<file path="src/rtl/decode_if.sv">
// decode_if: fetch-to-decode inputs and decode-to-execute D/E register outputs
interface decode_if #(
  parameter int I_WIDTH  = 32,
  parameter int PC_WIDTH = 32,
  parameter int D_WIDTH  = 32
);
  logic [I_WIDTH-1:0]  i_instr;
  logic [PC_WIDTH-1:0] i_pc;
  logic                i_ce;
  logic                i_stall;
  logic                i_flush;
  logic                o_stall;
  logic [4:0]          o_rs1_addr;
  logic [4:0]          o_rs2_addr;
  logic [4:0]          o_rs1_addr_q;
  logic [4:0]          o_rs2_addr_q;
  logic [4:0]          o_rd_addr;
  logic [D_WIDTH-1:0]  o_imm;
  logic [2:0]          o_funct3;
  logic [6:0]          o_opcode;
  logic [3:0]          o_alu_op;
  logic [PC_WIDTH-1:0] o_pc;
  logic                o_illegal;
  logic                o_ce;

  modport slave (
    input  i_instr, i_pc, i_ce, i_stall, i_flush,
    output o_stall, o_rs1_addr, o_rs2_addr, o_rs1_addr_q, o_rs2_addr_q, o_rd_addr,
           o_imm, o_funct3, o_opcode, o_alu_op, o_pc, o_illegal, o_ce
  );

  modport master (
    output i_instr, i_pc, i_ce, i_stall, i_flush,
    input  o_stall, o_rs1_addr, o_rs2_addr, o_rs1_addr_q, o_rs2_addr_q, o_rd_addr,
           o_imm, o_funct3, o_opcode, o_alu_op, o_pc, o_illegal, o_ce
  );
endinterface

</file>
<file path="src/rtl/decode_stage.sv">
// decode_stage: RV32I decode into a registered D/E pipeline register
module decode_stage #(
  parameter int I_WIDTH  = 32,
  parameter int PC_WIDTH = 32,
  parameter int D_WIDTH  = 32
) (
  input logic     d_clk,
  input logic     d_rst,
  decode_if.slave bus
);
  localparam logic [6:0] OP_LOAD   = 7'b0000011;
  localparam logic [6:0] OP_IMM    = 7'b0010011;
  localparam logic [6:0] OP_AUIPC  = 7'b0010111;
  localparam logic [6:0] OP_STORE  = 7'b0100011;
  localparam logic [6:0] OP_REG    = 7'b0110011;
  localparam logic [6:0] OP_LUI    = 7'b0110111;
  localparam logic [6:0] OP_BRANCH = 7'b1100011;
  localparam logic [6:0] OP_JALR   = 7'b1100111;
  localparam logic [6:0] OP_JAL    = 7'b1101111;
  localparam logic [6:0] OP_SYSTEM = 7'b1110011;

  localparam logic [3:0] ALU_ADD  = 4'd0;
  localparam logic [3:0] ALU_SUB  = 4'd1;
  localparam logic [3:0] ALU_SLL  = 4'd2;
  localparam logic [3:0] ALU_SLT  = 4'd3;
  localparam logic [3:0] ALU_SLTU = 4'd4;
  localparam logic [3:0] ALU_XOR  = 4'd5;
  localparam logic [3:0] ALU_SRL  = 4'd6;
  localparam logic [3:0] ALU_SRA  = 4'd7;
  localparam logic [3:0] ALU_OR   = 4'd8;
  localparam logic [3:0] ALU_AND  = 4'd9;

  logic [I_WIDTH-1:0]  ins;
  logic [6:0]          opcode;
  logic [2:0]          funct3;
  logic [6:0]          funct7;
  logic                is_load, is_imm, is_store, is_reg, is_branch;
  logic                is_i, is_u;
  logic                bad_op, bad_reg, bad_shift, bad_branch, bad_load, bad_store;
  logic                illegal;
  logic [31:0]         imm32;
  logic [D_WIDTH-1:0]  imm;
  logic [3:0]          fn_op;
  logic [3:0]          alu_op;

  logic [4:0]          rs1_q, rs2_q, rd_q;
  logic [D_WIDTH-1:0]  imm_q;
  logic [2:0]          funct3_q;
  logic [6:0]          opcode_q;
  logic [3:0]          alu_op_q;
  logic [PC_WIDTH-1:0] pc_q;
  logic                illegal_q;
  logic                ce_q;

  assign ins    = bus.i_instr;
  assign opcode = ins[6:0];
  assign funct3 = ins[14:12];
  assign funct7 = ins[31:25];

  assign is_load   = opcode == OP_LOAD;
  assign is_imm    = opcode == OP_IMM;
  assign is_store  = opcode == OP_STORE;
  assign is_reg    = opcode == OP_REG;
  assign is_branch = opcode == OP_BRANCH;
  assign is_i      = is_load || is_imm || opcode == OP_JALR || opcode == OP_SYSTEM;
  assign is_u      = opcode == OP_LUI || opcode == OP_AUIPC;

  assign bad_op = !(is_load || is_imm || is_store || is_reg || is_branch || is_u ||
                    opcode == OP_JALR || opcode == OP_JAL || opcode == OP_SYSTEM);
  assign bad_reg = is_reg && !(funct7 == 7'b0000000 ||
                               (funct7 == 7'b0100000 && (funct3 == 3'b000 || funct3 == 3'b101)));
  assign bad_shift = is_imm && ((funct3 == 3'b001 && funct7 != 7'b0000000) ||
                                (funct3 == 3'b101 && funct7 != 7'b0000000 && funct7 != 7'b0100000));
  assign bad_branch = is_branch && (funct3 == 3'b010 || funct3 == 3'b011);
  assign bad_load   = is_load && (funct3 == 3'b011 || funct3 == 3'b110 || funct3 == 3'b111);
  assign bad_store  = is_store && funct3 >= 3'b011;
  assign illegal    = bad_op || bad_reg || bad_shift || bad_branch || bad_load || bad_store;

  // Every format sign-extends from bit 31; B and J drop bit 0, U zeros the low 12
  always_comb begin
    imm32 = is_i      ? {{20{ins[31]}}, ins[31:20]} :
            is_store  ? {{20{ins[31]}}, ins[31:25], ins[11:7]} :
            is_branch ? {{19{ins[31]}}, ins[31], ins[7], ins[30:25], ins[11:8], 1'b0} :
            is_u      ? {ins[31:12], 12'b0} :
            opcode == OP_JAL ? {{11{ins[31]}}, ins[31], ins[19:12], ins[20], ins[30:21], 1'b0} :
            32'd0;
    imm = D_WIDTH'(signed'(imm32));
  end

  // funct7[5] only picks SUB for register ops; ADDI ignores it, SRAI honours it
  always_comb begin
    fn_op = funct3 == 3'b000 ? ((is_reg && funct7[5]) ? ALU_SUB : ALU_ADD) :
            funct3 == 3'b001 ? ALU_SLL :
            funct3 == 3'b010 ? ALU_SLT :
            funct3 == 3'b011 ? ALU_SLTU :
            funct3 == 3'b100 ? ALU_XOR :
            funct3 == 3'b101 ? (funct7[5] ? ALU_SRA : ALU_SRL) :
            funct3 == 3'b110 ? ALU_OR : ALU_AND;
    alu_op = illegal               ? ALU_ADD :
             (is_reg || is_imm)    ? fn_op :
             is_branch             ? ALU_SUB : ALU_ADD;
  end

  always_ff @(posedge d_clk) begin
    if (d_rst || bus.i_flush) begin
      rs1_q     <= '0;
      rs2_q     <= '0;
      rd_q      <= '0;
      imm_q     <= '0;
      funct3_q  <= '0;
      opcode_q  <= '0;
      alu_op_q  <= '0;
      pc_q      <= '0;
      illegal_q <= 1'b0;
      ce_q      <= 1'b0;
    end else if (!bus.i_stall) begin
      ce_q      <= bus.i_ce;
      illegal_q <= bus.i_ce && illegal;
      if (bus.i_ce) begin
        rs1_q    <= ins[19:15];
        rs2_q    <= ins[24:20];
        rd_q     <= ins[11:7];
        imm_q    <= imm;
        funct3_q <= funct3;
        opcode_q <= opcode;
        alu_op_q <= alu_op;
        pc_q     <= bus.i_pc;
      end
    end
  end

  assign bus.o_stall      = bus.i_stall;
  assign bus.o_rs1_addr   = ins[19:15];
  assign bus.o_rs2_addr   = ins[24:20];
  assign bus.o_rs1_addr_q = rs1_q;
  assign bus.o_rs2_addr_q = rs2_q;
  assign bus.o_rd_addr    = rd_q;
  assign bus.o_imm        = imm_q;
  assign bus.o_funct3     = funct3_q;
  assign bus.o_opcode     = opcode_q;
  assign bus.o_alu_op     = alu_op_q;
  assign bus.o_pc         = pc_q;
  assign bus.o_illegal    = illegal_q;
  assign bus.o_ce         = ce_q;
endmodule

</file>
<file path="src/flat_wrapper.sv">
// flat-port wrapper written by rule: the top's interface ports become plain ports
module decode_stage_flat 
#(
  parameter int I_WIDTH  = 32,
  parameter int PC_WIDTH = 32,
  parameter int D_WIDTH  = 32
)
  (d_clk, d_rst, bus_i_instr, bus_i_pc, bus_i_ce, bus_i_stall, bus_i_flush, bus_o_stall, bus_o_rs1_addr, bus_o_rs2_addr, bus_o_rs1_addr_q, bus_o_rs2_addr_q, bus_o_rd_addr, bus_o_imm, bus_o_funct3, bus_o_opcode, bus_o_alu_op, bus_o_pc, bus_o_illegal, bus_o_ce);
  decode_if #(.I_WIDTH(I_WIDTH), .PC_WIDTH(PC_WIDTH), .D_WIDTH(D_WIDTH)) bus_i ();
  input logic d_clk;
  input logic d_rst;
  input wire logic [$bits(bus_i.i_instr)-1:0] bus_i_instr;
  input wire logic [$bits(bus_i.i_pc)-1:0] bus_i_pc;
  input wire logic [$bits(bus_i.i_ce)-1:0] bus_i_ce;
  input wire logic [$bits(bus_i.i_stall)-1:0] bus_i_stall;
  input wire logic [$bits(bus_i.i_flush)-1:0] bus_i_flush;
  output wire logic [$bits(bus_i.o_stall)-1:0] bus_o_stall;
  output wire logic [$bits(bus_i.o_rs1_addr)-1:0] bus_o_rs1_addr;
  output wire logic [$bits(bus_i.o_rs2_addr)-1:0] bus_o_rs2_addr;
  output wire logic [$bits(bus_i.o_rs1_addr_q)-1:0] bus_o_rs1_addr_q;
  output wire logic [$bits(bus_i.o_rs2_addr_q)-1:0] bus_o_rs2_addr_q;
  output wire logic [$bits(bus_i.o_rd_addr)-1:0] bus_o_rd_addr;
  output wire logic [$bits(bus_i.o_imm)-1:0] bus_o_imm;
  output wire logic [$bits(bus_i.o_funct3)-1:0] bus_o_funct3;
  output wire logic [$bits(bus_i.o_opcode)-1:0] bus_o_opcode;
  output wire logic [$bits(bus_i.o_alu_op)-1:0] bus_o_alu_op;
  output wire logic [$bits(bus_i.o_pc)-1:0] bus_o_pc;
  output wire logic [$bits(bus_i.o_illegal)-1:0] bus_o_illegal;
  output wire logic [$bits(bus_i.o_ce)-1:0] bus_o_ce;
  assign bus_i.i_instr = bus_i_instr;
  assign bus_i.i_pc = bus_i_pc;
  assign bus_i.i_ce = bus_i_ce;
  assign bus_i.i_stall = bus_i_stall;
  assign bus_i.i_flush = bus_i_flush;
  assign bus_o_stall = bus_i.o_stall;
  assign bus_o_rs1_addr = bus_i.o_rs1_addr;
  assign bus_o_rs2_addr = bus_i.o_rs2_addr;
  assign bus_o_rs1_addr_q = bus_i.o_rs1_addr_q;
  assign bus_o_rs2_addr_q = bus_i.o_rs2_addr_q;
  assign bus_o_rd_addr = bus_i.o_rd_addr;
  assign bus_o_imm = bus_i.o_imm;
  assign bus_o_funct3 = bus_i.o_funct3;
  assign bus_o_opcode = bus_i.o_opcode;
  assign bus_o_alu_op = bus_i.o_alu_op;
  assign bus_o_pc = bus_i.o_pc;
  assign bus_o_illegal = bus_i.o_illegal;
  assign bus_o_ce = bus_i.o_ce;
  decode_stage #(.I_WIDTH(I_WIDTH), .PC_WIDTH(PC_WIDTH), .D_WIDTH(D_WIDTH)) u_core (.d_clk(d_clk), .d_rst(d_rst), .bus(bus_i));
endmodule
</file>
<file path="config.mk">
export PLATFORM = sky130hd
export DESIGN_NAME = decode_stage_flat
export DESIGN_NICKNAME = d
export VERILOG_FILES = /design/src/rtl/decode_if.sv /design/src/rtl/decode_stage.sv /design/src/flat_wrapper.sv
export SDC_FILE = /design/constraint.sdc
export NUM_CORES = 1
export LEC_CHECK = 0
export ABC_CLOCK_PERIOD_IN_PS = 5400
export CAP_MARGIN = 10
export CORE_MARGIN = 3
export CORE_UTILIZATION = 40
export CTS_BUF_LIST = sky130_fd_sc_hd__clkbuf_4 sky130_fd_sc_hd__clkbuf_8
export CTS_CLUSTER_SIZE = 16
export DETAILED_ROUTE_END_ITERATION = 10
export HOLD_SLACK_MARGIN = 0.02
export PLACE_DENSITY = 0.77
export SLEW_MARGIN = 10
export SYNTH_ARGS = -nofsm -noshare
export SYNTH_HDL_FRONTEND = slang
export SYNTH_SLANG_ARGS = --single-unit
</file>
<file path="constraint.sdc">
create_clock -name d_clk -period 5.4 [get_ports d_clk]
set_input_delay 1.08 -clock d_clk [delete_from_list [all_inputs] [get_ports d_clk]]
set_output_delay 1.08 -clock d_clk [all_outputs]
set_load 0.005 [all_outputs]
</file>
; Word level (Yosys, flattened, before mapping)
; Index checks and enable logic that the tools add are counted.
[totals]
regBits = 95
word_cells = 89
out_inout_bits = 106
input_bits = 69
[op_classes]
n_reduce_logical = 41
n_eq_ne = 19
n_bitwise = 1
n_lt_le_gt_ge = 1
mux = 17
[ops]
columns = op, count
row1 = 32-bit 2-to-1 mux, 5
row2 = 4-bit 2-to-1 mux, 8
row3 = "7-bit by 6-bit equality test with 1-bit output, second input constant", 4
row4 = "7-bit equality test, second input constant", 4
row5 = 1-bit logical OR, 24
row6 = "7-bit by 5-bit equality test with 1-bit output, second input constant", 2
row7 = "3-bit equality test, second input constant", 4
row8 = 1-bit logical AND, 11
row9 = "7-bit by 2-bit equality test with 1-bit output, second input constant", 1
row10 = 7-bit zero test, 1
row11 = "7-bit by 6-bit inequality test with 1-bit output, second input constant", 1
row12 = 7-bit nonzero test, 1
row13 = "3-bit by 2-bit equality test with 1-bit output, second input constant", 2
row14 = 1-bit 2-to-1 mux, 4
row15 = "3-bit by 1-bit equality test with 1-bit output, second input constant", 1
row16 = "3-bit by 2-bit greater-or-equal comparator with 1-bit output, second input constant", 1
row17 = 3-bit zero test, 1
row18 = 1-bit zero test, 2
row19 = 2-bit AND reduction, 1
row20 = 1-bit inverter, 1

; Depth between registers and ports, before layout
; Gate-level depths: netlist (run 1).
[logic_depth]
word_depth = 16
ltp_mapped = 7
ltp_nobuf = 5

; Worst setup path after synthesis (run 1)
; Ideal clock, no wire load.
[synth_path]
path_type = input-to-reg
startpoint = input port bus_i_instr[3]
endpoint = register u_core.alu_op_q[1], in the netlist u_core.bus.o_alu_op[1]
slack_ps = 2898
required_ps = 5316
t_arrival_ps = 2418
path_stages = 6
n_path_buf = 1
cell_sequence = buf_2 nor2_4 nand3_2 a31o_1 or4_4 o31ai_2
[synth_between]
elab_chain_len = 16
[synth_rtl]
columns = element, line
row1 = "start, declared", flat_wrapper.sv:12  ; input wire logic [$bits(bus_i.i_instr)-1:0] bus_i_instr;
row2 = 7-bit by 2-bit equality test with 1-bit output or 7-bit by 5-bit equality test with 1-bit output (tied branches), "decode_stage.sv:60, decode_stage.sv:61"
row3 = 1-bit logical OR (6 in series), decode_stage.sv:68  ; assign bad_op = !(is_load || is_imm || is_store || is_reg || is_branch || is_u ||
row4 = 1-bit logical OR (2 in series), decode_stage.sv:69  ; opcode == OP_JALR || opcode == OP_JAL || opcode == OP_SYSTEM);
row5 = 1-bit zero test, decode_stage.sv:68
row6 = 1-bit logical OR (5 in series), decode_stage.sv:77  ; assign illegal = bad_op || bad_reg || bad_shift || bad_branch || bad_load || bad_store;
row7 = 4-bit 2-to-1 mux (*), decode_stage.sv:99  ; alu_op = illegal ? ALU_ADD :
row8 = "end signal, assigned", decode_stage.sv:126  ; alu_op_q <= alu_op;
row9 = "end, declared", decode_stage.sv:50  ; logic [3:0] alu_op_q;
; Mark *: on every way between the ends. The rest lies on a longest branch, timed or not.
; A chain may end at the register's enable or synchronous reset.

; Final worst setup path (run 1)
[layout_path]
startpoint = input port bus_i_stall
endpoint = output port bus_o_stall
[layout_lines]
columns = element, line
row1 = "start, declared", flat_wrapper.sv:15  ; input wire logic [$bits(bus_i.i_stall)-1:0] bus_i_stall;
row2 = "end, declared", flat_wrapper.sv:17  ; output wire logic [$bits(bus_i.o_stall)-1:0] bus_o_stall;
; No word-level cell between the ends.

==> results of run 1 <==
-- per-layer routing --
layer  track usage  vias to the layer above
li1              -                     1901
met1         0.257                     1803
met2         0.358                      170
met3        0.0514                       24
met4        0.0897                        0
met5             0                        -
-- cells in the mapped netlist (all sizes together) (4+ instances only) --
cell type | n | area share
nand2 | 133 | 0.13
dfxtp | 95 | 0.48
a21oi | 77 | 0.097
clkbuf | 25 | 0.024
buf | 23 | 0.037
a22o | 21 | 0.046
o21ai | 15 | 0.019
a21o | 13 | 0.025
nor2 | 12 | 0.013
inv | 6 | 0.0057
mux2 | 5 | 0.014
nand2b | 4 | 0.0082
nor2b | 4 | 0.0063
-- registers in the layout, indices dropped and copies added (netlist names) --
| signal | flops |
|---|---|
| u_core.bus.o_illegal | 1 |
| u_core.bus.o_opcode | 7 |
| u_core.bus.o_imm | 32 |
| u_core.bus.o_alu_op | 4 |
| u_core.bus.o_funct3 | 3 |
| u_core.bus.o_ce | 1 |
| u_core.bus.o_rd_addr | 5 |
| u_core.bus.o_rs2_addr_q | 5 |
| u_core.bus.o_pc | 32 |
| u_core.bus.o_rs1_addr_q | 5 |
-- power by group through the flow --
stage                     logic (mW)  registers (mW)  clock network, mW
after CTS                      0.190           0.719              0.482
after global placement         0.186           0.735                  0
after floorplan               0.0823           0.737                  0
final                          0.189           0.719              0.470
after detailed placement       0.189           0.736                  0
after global routing           0.204           0.721              0.513
-- through the flow --
step,hold slack [ns],instances,power (mW)
6_report,0.458,750,1.38
5_1_grt,0.475,750,1.44
4_1_cts,0.461,750,1.39
3_5_place_dp,0.446,734,0.925
3_3_place_gp,0.442,734,0.921
2_1_floorplan,0.449,476,0.819
-- cell families (layout without fill, tap and decap cells) --
group,Yosys count,count (layout)
AOI/OAI and AO/OA,147,147
xor gates and xnor gates,1,1
buffers and inverters,54,199
DFF,95,95
muxes,6,6
and+or+nand+nor,173,173
-- cells in the final DEF, fill, tap and decap left out, types with 2 or more instances in the layout --
master and n:
nand2b_1 2, clkdlybuf4s50_1 174, o22ai_1 2, o311ai_0 2, a21o_1 13, o31ai_2 3, inv_6 2, or4_4 2
o21ai_0 15, mux2_2 5, nor2b_1 3, clkinvlp_4 2, nand2_1 133, buf_4 3, a21oi_1 77, nor4_1 2
a32oi_1 2, a22o_1 21, nand3b_1 2, a31oi_1 3, clkbuf_8 9, inv_1 5, a211oi_1 2, and3b_1 2
nand3_1 2, nor2_1 10, dfxtp_1 95
-- how the worst min path moves through the flow --
stage,start,end,cells past startpoint
after floorplan,u_core.bus.o_imm[31]$_SDFFE_PP0P_,u_core.bus.o_imm[31]$_SDFFE_PP0P_,2
after global placement,u_core.bus.o_pc[12]$_SDFFE_PP0P_,u_core.bus.o_pc[12]$_SDFFE_PP0P_,2
after detailed placement,u_core.bus.o_pc[13]$_SDFFE_PP0P_,u_core.bus.o_pc[13]$_SDFFE_PP0P_,2
after CTS,u_core.bus.o_pc[31]$_SDFFE_PP0P_,u_core.bus.o_pc[31]$_SDFFE_PP0P_,2
after global routing,u_core.bus.o_rd_addr[4]$_SDFFE_PP0P_,u_core.bus.o_rd_addr[4]$_SDFFE_PP0P_,2
final,u_core.bus.o_pc[13]$_SDFFE_PP0P_,u_core.bus.o_pc[13]$_SDFFE_PP0P_,2
-- area by class of cell --
| class | count | area (µm²) | area share |
|---|---|---|---|
| Timing Repair Buffer | 177 | 1760 | 0.301 |
| Sequential cell | 95 | 1900 | 0.324 |
| Inverter | 6 | 22.5 | 0.00384 |
| Clock inverter | 6 | 67.6 | 0.0115 |
| Tap cell | 129 | 161 | 0.0275 |
| Clock buffer | 10 | 131 | 0.0224 |
| Multi-Input combinational cell | 327 | 1820 | 0.310 |
-- worst min-delay path: stages, from the launching register on --
cell	delay (ns)
dfxtp_1	0.32
nand2_1	0.05
a21oi_1	0.05
==> metrics.txt, run 1 <==
crit-path cells=clkdlybuf4s50_1 -> clkdlybuf4s50_1; Cell Area, Placed=roughly 5700 µm²; highest metal used=met4; PortBufs=between 150 and 200; WL met3=roughly 910 µm; GRT Residual Overflow=0; clk_skew=0 ns; status=finished clean; Adder-Cell Fraction of Synth Area=0; CP dominant cell by count=clkdlybuf4s50_1; Clock Power Share=0.341; max-cap viol count=0; core area=~9500 µm²; vias per cell=approximately 5.2; Compound-Gate Fraction of Synth Area=0.238; Crit path max-delay family=buffers and inverters; DP HPWL=8.80 mm; Clock transition at path regs=0.10 ns; simple logic cell fraction of the synthesized area=0.197; Hold Crit Class=flip-flop to flip-flop; Reg power frac=0.522; R2R depth=2; total track usage=0.212; Setup Viol. Count Final=0; combinational share of power=0.137; VDD IR max=0.000152 V; Pins Over Slew Limit=0; largest net degree at the start of global routing=60; main combinational cell family by area after synthesis=compound AO/OA/AOI/OAI gates; Req. time, crit path=~4.3 ns; Root Buffer=clkbuf_8; Mapped Nets=545; via count=about 4000; drt wl/cell=roughly 16 µm; ys async rst share=0; Syn Inst Count=about 480; Post-synth EDFFs=0; Netlist cell types=49; crit path DAT=approximately 2.3 ns; dpl ws=1.89 ns; ant diodes=0; switching share of total power=0.251; setup TNS=0 ns; Ys Warns=0; ys flop type=dfxtp_1; post-cts resize count=0; Psw=about 350 µW; initial DRC count=197; leakage power total=approximately 2.1 nW; initial antenna violation count=0; WP buf/inv=2; first-pass GRT wire length=19.4 mm; die height=106 µm; internal power consumption=roughly 1.0 mW; die area=~11000 µm²; H-tree depth=3; Syn Area/Cell=~8.3 µm²; CTS Sinks=95; synthesis-to-finish area growth=47.7%; number of cell rows=35; r2r startpoint=u_core.bus.o_illegal$_SDFFE_PP0N_; metal2 WL=roughly 5.8 mm; post-route cell area=about 6000 µm²; Stages on worst setup path=2; Fin. Hold Viols=0; Worst setup SP type=primary input; DRT met1 WL=roughly 5.2 mm; CP endpoint=bus_o_stall; Post-Syn Area=3970 µm²; # IOs=175; CP Capture Type=output port; Slew HR=0.201; Reg2Reg Capture Point=u_core.bus.o_illegal$_SDFFE_PP0N_; Setup Fix Bufs, Post-CTS=0; final setup margin=2.06 ns; fmax=between 200 and 300 MHz; area share of xor/xnor cells in the synthesized design=0.00220; TritonCTS clock tree=done; Die W=~110 µm; initial core utilization=0.420; mux contribution to synthesized area=0.0167; WS Path Type=primary input to output port; clock buffer depth=2; total CTS buffers=9; fillers=around 800; nets=between 600 and 700; register area share after synthesis=0.479; Least-Margin Pin Slew=1.19 ns; post-synthesis register bit count=95; RSZ-0062 raised after global routing=false; fraction of layout cells with a size suffix above 1=0.0676; Pre-antenna DRT Iters=5; reg2reg setup slack=around 4.4 ns; Critical path origin=bus_i_stall; fin crit share=0.619; final core utilization=0.620; min Tclk post-route=3.34 ns; hold_buf cts=0; final wirelength=about 12 mm; Pwr Density=roughly 230 nW/µm²; Critical Path Fanout Max=6; vias in the first global route=about 3800; largest stage delay on the critical path=roughly 0.62 ns; Crit-path slowest cell=clkdlybuf4s50_1; post-route ant nets=0; Post-route DRC=0; RD Place Congestion=approximately 0.93; Clock Latency Late Sink=about 0.34 ns
(Power assumes the default switching activity.)
==> inputs of run 2 (changes only) <==
--- a/config.mk
+++ b/config.mk
@@ -5,15 +5,15 @@
 export SDC_FILE = /design/constraint.sdc
 export NUM_CORES = 1
 export LEC_CHECK = 0
-export ABC_CLOCK_PERIOD_IN_PS = 5400
+export ABC_CLOCK_PERIOD_IN_PS = 2700
 export CAP_MARGIN = 10
 export CORE_MARGIN = 3
-export CORE_UTILIZATION = 40
+export CORE_UTILIZATION = 39
 export CTS_BUF_LIST = sky130_fd_sc_hd__clkbuf_4 sky130_fd_sc_hd__clkbuf_8
 export CTS_CLUSTER_SIZE = 16
 export DETAILED_ROUTE_END_ITERATION = 10
 export HOLD_SLACK_MARGIN = 0.02
-export PLACE_DENSITY = 0.77
+export PLACE_DENSITY = 0.78
 export SLEW_MARGIN = 10
 export SYNTH_ARGS = -nofsm -noshare
 export SYNTH_HDL_FRONTEND = slang
==> constraint.sdc (replaced) <==
create_clock -name d_clk -period 2.7 [get_ports d_clk]
set_input_delay 0.54 -clock d_clk [delete_from_list [all_inputs] [get_ports d_clk]]
set_output_delay 0.54 -clock d_clk [all_outputs]
set_load 0.005 [all_outputs]
==> metrics.txt, run 2 (synthesized netlist as in run 1, its figures left out) <==
status=finished clean; combined area of the multi-input logic cells=1820 µm² (+0.14%); CTS Sinks=95 (unchanged); Post-route DRC=0 (unchanged); Pwr Density=448 nW/µm² (+91%); total CTS buffers=9 (unchanged); min Tclk post-route=between 2 and 2.5 ns; TritonCTS clock tree=done; max-cap viol count=0 (unchanged); Worst setup SP type=primary input; initial DRC count=340 (+73%); initial core utilization=0.405 (-0.0154); total track usage=0.208 (-0.00391); drt wl/cell=15.6 µm (-3.7%); Setup Fix Bufs, Post-CTS=0 (unchanged); Critical Path Fanout Max=6 (unchanged); combinational share of power=0.147 (+0.010); largest stage delay on the critical path=0.65 ns (+0.03 ns); Slew HR=0.532 (+0.331); nets=703 (+2.6%); fmax=~430 MHz; WP buf/inv=2 (unchanged); Fin. Hold Viols=0 (unchanged); fillers=886 (+8.0%); vias in the first global route=3939 (+2.5%); post-route cell area=5990 µm² (+2.0%); Least-Margin Pin Slew=0.699 ns (-0.491 ns); synthesis-to-finish area growth=50.7%; RD Place Congestion=0.877 (-5.7%); internal power consumption=1.98 mW (+92%); initial antenna violation count=0 (unchanged); most common cell after layout, fill and taps aside=clkdlybuf4s50_1; hold_buf cts=0 (unchanged); Reg power frac=0.536 (+0.014); clk_skew=0 ns (unchanged); GRT Residual Overflow=0 (unchanged); clock buffer depth=2 (unchanged); Cell Area, Placed=5810 µm² (+2.4%); Setup Viol. Count Final=0 (unchanged); Crit path max-delay family=buffers and inverters; post-route ant nets=0 (unchanged); VDD IR max=0.000222 V (+47%); Psw=703 µW (+100%); Crit-path slowest cell=clkdlybuf4s50_1; setup TNS=0 ns (unchanged); RSZ-0062 raised after global routing=false; Req. time, crit path=2.16 ns (-2.16 ns); post-cts resize count=0 (unchanged); largest net degree at the start of global routing=46 (-23%); Pins Over Slew Limit=0 (unchanged); Power Total=2.68 mW (+95%); first-pass GRT wire length=19.2 mm (-0.71%); ant diodes=0 (unchanged); Clock Latency Late Sink=0.35 ns (about the same); die height=107 µm (+1.2%); Clock Power Share=0.317 (-0.024); die area=11400 µm² (+2.4%); number of cell rows=36 (+2.9%); CP dominant cell by count=clkdlybuf4s50_1; fin crit share=0.860; Pre-antenna DRT Iters=4 (-1); switching share of total power=0.262 (+0.0112); CP Capture Type=output port; crit-path cells=clkdlybuf4s50_1 -> clkdlybuf4s50_1; PortBufs=174 (unchanged); final wirelength=12.0 mm (-0.88%); H-tree depth=3 (unchanged); final hold slack=0.456 ns (-0.00226 ns); Die W=107 µm (+1.2%); WS Path Type=primary input to output port; leakage power total=2.21 nW (+3.8%); DP HPWL=9.10 mm (+3.4%); sequential standard cell area=1900 µm² (unchanged); # IOs=175 (unchanged); crit path DAT=1.78 ns (-0.48 ns); vias per cell=5.13 (-1.3%); via count=3960 (+1.6%); fraction of layout cells with a size suffix above 1=0.0939 (+0.0263); core area=9820 µm² (+3.8%); Hold Crit Class=flip-flop to flip-flop; Root Buffer=clkbuf_8; highest-count cells in the layout ignoring fill and taps=clkdlybuf4s50_1 (174), nand2_1 (133), dfxtp_1 (95); Clock transition at path regs=0.08 ns (-0.02 ns)
[run 2: worst register-to-register path: stages (launching register included)]
cell and delay, ns:
dfxtp_1 0.33, a2111oi_0 0.36, a211oi_1 0.13
[run 2: stage by stage]
step,cells,setup WS (ns),util
CTS,772,0.305,0.609
finish,772,0.377,0.610
floorplan,476,0.738,-
global route,772,0.303,0.610
detailed placement,756,-0.104,0.591
global placement,756,0.0611,0.591
[run 2: cell type report]
type / count / area share
sequential: 95 / 0.318
clock buffer: 9 / 0.0207
tap: 133 / 0.0278
inverter: 6 / 0.00376
multi-input combinational: 327 / 0.304
clock inverter: 7 / 0.00878
timing repair buffer: 195 / 0.317
[run 2: per-layer routing]
layer	routed length, µm	GRT usage	vias up
met5	0	0	-
met4	294	0.0767	0
met3	1090	0.0596	23
met2	5710	0.353	166
met1	4940	0.251	1836
li1	-	-	1935
[run 2: power by group through the flow]
| stage | registers [mW] | clock network [mW] | logic [mW] |
|---|---|---|---|
| floorplan | 1.47 | 0 | 0.165 |
| global placement | 1.47 | 0 | 0.387 |
| detailed placement | 1.47 | 0 | 0.394 |
| CTS | 1.44 | 0.872 | 0.396 |
| global route | 1.44 | 0.924 | 0.428 |
| finish | 1.44 | 0.850 | 0.394 |
[run 2: worst paths after layout]
| path | from | end | slack [ns] | depth (start not counted) |
|---|---|---|---|---|
| min reg2reg | u_core.bus.o_opcode[3]$_SDFFE_PP0P_ | u_core.bus.o_opcode[3]$_SDFFE_PP0P_ | 0.46 | 2 |
| max reg2reg | u_core.bus.o_illegal$_SDFFE_PP0N_ | u_core.bus.o_illegal$_SDFFE_PP0N_ | 1.76 | 2 |
| max | bus_i_stall | bus_o_stall | 0.38 | 2 |
| min | u_core.bus.o_opcode[3]$_SDFFE_PP0P_ | u_core.bus.o_opcode[3]$_SDFFE_PP0P_ | 0.46 | 2 |
==> inputs of run 3 (changes only) <==
--- a/config.mk
+++ b/config.mk
@@ -14,6 +14,7 @@
 export DETAILED_ROUTE_END_ITERATION = 10
 export HOLD_SLACK_MARGIN = 0.02
 export PLACE_DENSITY = 0.78
+export SETUP_SLACK_MARGIN = 0.05
 export SLEW_MARGIN = 10
 export SYNTH_ARGS = -nofsm -noshare
 export SYNTH_HDL_FRONTEND = slang
==> results of run 3 <==
Final layout, timing and power as in run 2 (identical DEF).
